File: config.mk
export PLATFORM = sky130hd
export DESIGN_NAME = up0628_bus_responder
export DESIGN_NICKNAME = d
export VERILOG_FILES = /design/src/rtl/up0628_bus_pkg.sv /design/src/rtl/up0628_timer.sv /design/src/rtl/up0628_bus_responder.sv
export SDC_FILE = /design/constraint.sdc
export NUM_CORES = 1
export LEC_CHECK = 0
export ABC_AREA = 1
export BUFFER_PORTS_ARGS = -buffer_cell sky130_fd_sc_hd__buf_2
export CAP_MARGIN = 20
export CORE_MARGIN = 2
export CORE_UTILIZATION = 45
export CTS_BUF_LIST = sky130_fd_sc_hd__clkbuf_8
export CTS_CLUSTER_DIAMETER = 40
export CTS_CLUSTER_SIZE = 16
export DETAILED_ROUTE_END_ITERATION = 8
export MAX_ROUTING_LAYER = met4
export PLACE_DENSITY = 0.66
export SLEW_MARGIN = 0
export SYNTH_ARGS = -nofsm -noshare
export SYNTH_HDL_FRONTEND = slang
export SYNTH_SLANG_ARGS = --single-unit
File: constraint.sdc
create_clock -name clk -period 2 [get_ports clk]
set_input_delay 0.4 -clock clk [delete_from_list [all_inputs] [get_ports clk]]
set_output_delay 0.4 -clock clk [all_outputs]
set_load 0.03 [all_outputs]
File: src/rtl/up0628_bus_pkg.sv
// up0628_bus_pkg: address map, TCTL bit positions and address decode shared by the responder and CPU bench
package up0628_bus_pkg;
  localparam logic [5:0] RAM_TOP = 6'h1F;
  localparam logic [5:0] A_GPO   = 6'h30;
  localparam logic [5:0] A_GPI   = 6'h31;
  localparam logic [5:0] A_TCNT  = 6'h32;
  localparam logic [5:0] A_TRLD  = 6'h33;
  localparam logic [5:0] A_TCTL  = 6'h34;
  localparam int TCTL_EN   = 0;
  localparam int TCTL_IE   = 1;
  localparam int TCTL_FLAG = 7;
  typedef enum logic [2:0] {R_RAM, R_GPO, R_GPI, R_TCNT, R_TRLD, R_TCTL, R_RSV} region_t;
  function automatic region_t decode(input logic [5:0] a);
    return a <= RAM_TOP ? R_RAM  :
           a == A_GPO   ? R_GPO  :
           a == A_GPI   ? R_GPI  :
           a == A_TCNT  ? R_TCNT :
           a == A_TRLD  ? R_TRLD :
           a == A_TCTL  ? R_TCTL : R_RSV;
  endfunction
endpackage

File: src/rtl/up0628_timer.sv
// up0628_timer: down-counting reload timer with sticky W1C flag and gated interrupt
module up0628_timer
  import up0628_bus_pkg::*;
(
  input  logic       clk,
  input  logic       clr_n,
  input  logic       we_tcnt,
  input  logic       we_trld,
  input  logic       we_tctl,
  input  logic [7:0] wdata,
  output logic [7:0] tcnt,
  output logic [7:0] trld,
  output logic [7:0] tctl,
  output logic       irq
);
  logic en, ie, flag;
  logic wrap;
  assign wrap = en && tcnt == 8'h00;
  assign tctl = {flag, 5'b0, ie, en};
  assign irq  = flag & ie;
  // Count/reload with CPU writes taking precedence; a terminal count sets FLAG even against a W1C
  always_ff @(posedge clk or negedge clr_n) begin
    if (!clr_n) begin
      tcnt <= 8'h00;
      trld <= 8'h00;
      en   <= 1'b0;
      ie   <= 1'b0;
      flag <= 1'b0;
    end else begin
      tcnt <= we_tcnt ? wdata : !en ? tcnt : wrap ? trld : tcnt - 8'd1;
      if (we_trld) trld <= wdata;
      if (we_tctl) begin
        en <= wdata[TCTL_EN];
        ie <= wdata[TCTL_IE];
      end
      flag <= wrap || (flag && !(we_tctl && wdata[TCTL_FLAG]));
    end
  end
endmodule

File: src/rtl/up0628_bus_responder.sv
// up0628_bus_responder: CPU bus slave with 32-byte RAM, GPIO and a reload timer
module up0628_bus_responder
  import up0628_bus_pkg::*;
#(
  parameter int GPI_SYNC_STAGES = 2
) (
  input  logic       clk,
  input  logic       clr_n,
  input  logic [5:0] addr,
  input  logic       we,
  input  logic [7:0] wdata,
  output logic [7:0] rdata,
  input  logic [7:0] gpi,
  output logic [7:0] gpo,
  output logic       irq
);
  region_t    rgn;
  logic [7:0] ram  [32];
  logic [7:0] sync [GPI_SYNC_STAGES];
  logic [7:0] tcnt, trld, tctl;
  assign rgn = decode(addr);
  up0628_timer u_timer (
    .clk     (clk),
    .clr_n   (clr_n),
    .we_tcnt (we && rgn == R_TCNT),
    .we_trld (we && rgn == R_TRLD),
    .we_tctl (we && rgn == R_TCTL),
    .wdata   (wdata),
    .tcnt    (tcnt),
    .trld    (trld),
    .tctl    (tctl),
    .irq     (irq)
  );
  // RAM keeps its contents through reset, so it has no reset branch
  always_ff @(posedge clk) begin
    if (we && rgn == R_RAM) ram[addr[4:0]] <= wdata;
  end
  // GPO register and the gpi metastability chain
  always_ff @(posedge clk or negedge clr_n) begin
    if (!clr_n) begin
      gpo <= 8'h00;
      for (int i = 0; i < GPI_SYNC_STAGES; i++) sync[i] <= 8'h00;
    end else begin
      if (we && rgn == R_GPO) gpo <= wdata;
      sync[0] <= gpi;
      for (int i = 1; i < GPI_SYNC_STAGES; i++) sync[i] <= sync[i-1];
    end
  end
  // Zero-latency read mux; reserved addresses read as zero
  always_comb begin
    rdata = 8'h00;
    case (rgn)
      R_RAM:   rdata = ram[addr[4:0]];
      R_GPO:   rdata = gpo;
      R_GPI:   rdata = sync[GPI_SYNC_STAGES-1];
      R_TCNT:  rdata = tcnt;
      R_TRLD:  rdata = trld;
      R_TCTL:  rdata = tctl;
      default: rdata = 8'h00;
    endcase
  end
endmodule

==> results.py <==
metrics = {
    "outcome": {
        "outcome": "complete, but fails checks",
        "violations": "negative setup slack",
    },
    "global_routing": {
        "antenna_found_initial": 1,
        "grt_max_degree": 47,
        "grt_pass1_wl_um": 51400,
        "grt_pass1_vias": 9171,
        "overflow": 0,
        "grtUsageTotal_pct": 22.8,
    },
    "worst_setup_path": {
        "endpoint_kind": "output port",
        "slowest_delay_ps": 360,
        "crit_type": "reg -> out",
        "arrival_ps": 1940,
        "rr_endpoint": "u_timer.tcnt[0]",
        "crit_path_frequent_cell": "nand2_1",
        "rr_worst_depth": 9,
        "r2r-start": "u_timer.tcnt[1]",
        "required_ps": 1600,
        "crit_chain": "inv_1, nand2_1, o21ai_1, nand2_1, nand2_2, nand2_2, nand2_1, inv_1, nand2_1, nand2_1, nand3_2, nand3_2, buf_6",
        "ff2ff_setup_slack_ps": 150,
        "path_max_fanout": 1,
        "slowest_stage": "edfxtp_1",
        "cp-start-kind": "register",
    },
    "floorplanning": {
        "rows": 62,
        "dieWidth_um": 174,
        "dieHeight_um": 174,
        "die_area_mm2": 0.0304,
        "floorplan.initialDensity_pct": 45.6,
        "fp.coreArea_mm2": 0.0286,
        "ios": 42,
    },
    "sta": {
        "fin_ws_ps": -342,
        "fin_crit_ps": 2340,
        "rsz0062_at_grt": "yes",
        "worst_slew_pin_slew_ps": 533,
        "slew_headroom_pct": 64.4,
        "hold_viol_final": 0,
        "slew_violations": 0,
        "whs_ps": 186,
        "fmax_mhz": 427,
        "period_share_pct": 117,
        "fin_skew_ps": 11.2,
        "setup_viol": 8,
    },
    "yosys": {
        "synth_top_area_share_pct": 58.8,
        "synth_warnings": 0,
        "synthesis.area_mm2": 0.0131,
        "synth-seq-area-share_pct": 67.1,
        "avgSynthCellArea_um2": 9.91,
        "synth.area.top_cells": "edfxtp_1, nand2_1, dfrtp_1, nor2_1, inv_1",
        "synth.distinct_cells": 34,
        "synth_top_cell_by_area": "edfxtp_1",
        "ys_ff_latch": 299,
        "syn_nets": 1345,
        "syn_inst": 1319,
    },
    "hold_path": {
        "worstHoldStart": "wdata[3]",
        "hold_depth": 3,
        "hold_end": "u_timer.trld[3]",
        "hold_class": "in -> reg",
    },
    "finish": {
        "multi_input_area_mm2": 0.00365,
        "area_delta_synth_final_pct": 22.2,
        "fin_area_mm2": 0.0160,
        "final_util_pct": 55.8,
        "fin_cells": 1902,
        "fin_nets": 1513,
        "fill_cells": 2469,
        "drive_above_1_share_pct": 20.8,
        "seq_area_mm2": 0.00876,
    },
    "drt": {
        "drt-total-wl_um": 32900,
        "postRouteAntennaNets": 0,
        "vias": 9501,
        "drtIter0Drc": 975,
        "drtPass1Iterations": 5,
        "drc": 0,
        "via_per_inst": 5.00,
        "wl_per_cell_um": 17.3,
    },
    "clock_network": {
        "clock_path_buffers": 3,
        "cts_buffers": 38,
        "cts_max_level": 2,
        "clock-root-buffer": "clkbuf_8",
        "cts_tree": "built",
        "clock-sinks": 299,
        "clk_transition_reported_paths_ps": 70,
        "clk_latency_ps": 550,
    },
    "place": {
        "portBuffers": 41,
        "gp_congestion": 0.969,
        "dp.cells": 1821,
        "place_area_mm2": 0.0146,
        "dp.final_hpwl_um": 22000,
    },
    "run": {
        "cap_violations": 0,
    },
    "power_and_ir_drop": {
        "power_density_mw_per_mm2": 888,
        "leakage_nw": 6.99,
        "vdd_drop_max_uv": 739,
        "p_total_mw": 14.2,
    },
}
[cells by family after synthesis]
| family | after synthesis | synth area share [%] |
|---|---|---|
| and+or+nand+nor | 718 | 22.1 |
| DFF | 299 | 67.1 |
| buffers and inverters | 219 | 7.06 |
| AOI/OAI and AO/OA | 78 | 3.40 |
| xor gates and xnor gates | 4 | 0.268 |
| adders and majority gates | 1 | 0.0958 |
[report_power, final]
group / switching [mW] / internal [mW]
combinational: 1.10 / 0.625
sequential: 0.138 / 6.95
clock: 2.44 / 2.92
total: 3.68 / 10.5
[critical path, delay by kind of cell (launching register included)]
kind	cells	cell delay, ps
flops	1	360
buf+inv	3	250
compound gates	1	90
simple gates	9	690
[layout by cell type, fill, tap and decap left out, drive strengths merged, types with 2 or more instances in the layout]
| cell type | synthesis | routed |
|---|---|---|
| buf | 40 | 164 |
| dfrtp | 43 | 43 |
| nand3 | 68 | 68 |
| nand4 | 6 | 6 |
| edfxtp | 256 | 256 |
| xor2 | 4 | 4 |
| clkinvlp | 0 | 3 |
| clkbuf | 5 | 41 |
| o21ai | 54 | 54 |
| a221oi | 2 | 2 |
| o211ai | 10 | 10 |
| inv | 173 | 177 |
| dlygate4sd3 | 0 | 9 |
| nand2 | 454 | 454 |
| bufinv | 0 | 7 |
| or2 | 4 | 4 |
| a21oi | 5 | 5 |
| nor2 | 186 | 186 |
| clkinv | 1 | 16 |
[metrics by stage]
step                      TNS, ps  setup slack [ps]
after floorplan                 0              4.99
after global placement      -3310              -451
after detailed placement    -7030              -434
after CTS                   -2450              -334
after global routing        -3210              -432
final                       -2360              -342
[timing repair]
item                       in CTS  in global routing
setup endpoints to repair       8                  9
hold endpoints to repair       51                  0
resized for setup              63                 27
pin swaps                      22                 31
hold buffers                    9                  0
buffers inserted                1                  0
[cell usage after synthesis]
cell / count
xor2_1: 4
o21bai_1: 1
or2_2: 4
clkinv_1: 1
nand2_4: 4
dfrtp_1: 43
a211oi_1: 1
nand4_1: 6
buf_6: 4
edfxtp_1: 256
nor2_4: 5
a22oi_1: 1
inv_1: 169
nor2_1: 178
o2111a_1: 1
o31ai_1: 1
o21ai_1: 16
o21ai_0: 38
o22ai_1: 1
buf_4: 10
buf_2: 22
nand3_1: 68
inv_4: 2
o211ai_1: 10
a21oi_1: 5
clkbuf_1: 5
nand2_1: 447
ha_1: 1
inv_2: 2
nand2_2: 3
buf_1: 4
o221ai_1: 1
nor2_2: 3
a221oi_1: 2
[sequential cells by signal (all words and copies together) (netlist names)]
| signal | cells |
|---|---|
| u_timer.en | 1 |
| u_timer.trld | 8 |
| sync | 16 |
| u_timer.flag | 1 |
| gpo | 8 |
| u_timer.tcnt | 8 |
| ram | 256 |
| u_timer.ie | 1 |
[worst max path at each step]
stage / startpoint / end / depth (start not counted)
2_1_floorplan: addr[0] / rdata[7] / 10
3_3_place_gp: addr[0] / rdata[4] / 14
3_5_place_dp: addr[0] / rdata[4] / 14
4_1_cts: ram[21][5] / rdata[5] / 13
5_1_grt: ram[7][4] / rdata[4] / 13
6_report: ram[21][5] / rdata[5] / 13
[layer usage]
| metal | up-vias | GRT usage [%] | routed length [um] |
|---|---|---|---|
| li1 | 4566 | - | - |
| met1 | 4506 | 31.6 | 14200 |
| met2 | 364 | 34.6 | 15200 |
| met3 | 65 | 3.17 | 2560 |
| met4 | 0 | 7.98 | 946 |
| met5 | - | - | 0 |
[area by class of cell]
cell class                 count  area share [%]
antenna                        1          0.0157
sequential                   299            54.9
clock buffer                  41            3.54
multi-input combinational    801            22.9
tap                          384            3.01
timing repair buffer         173            9.14
clock inverter                29            2.38
inverter                     174            4.15
Power figures use the tool's default switching activity.
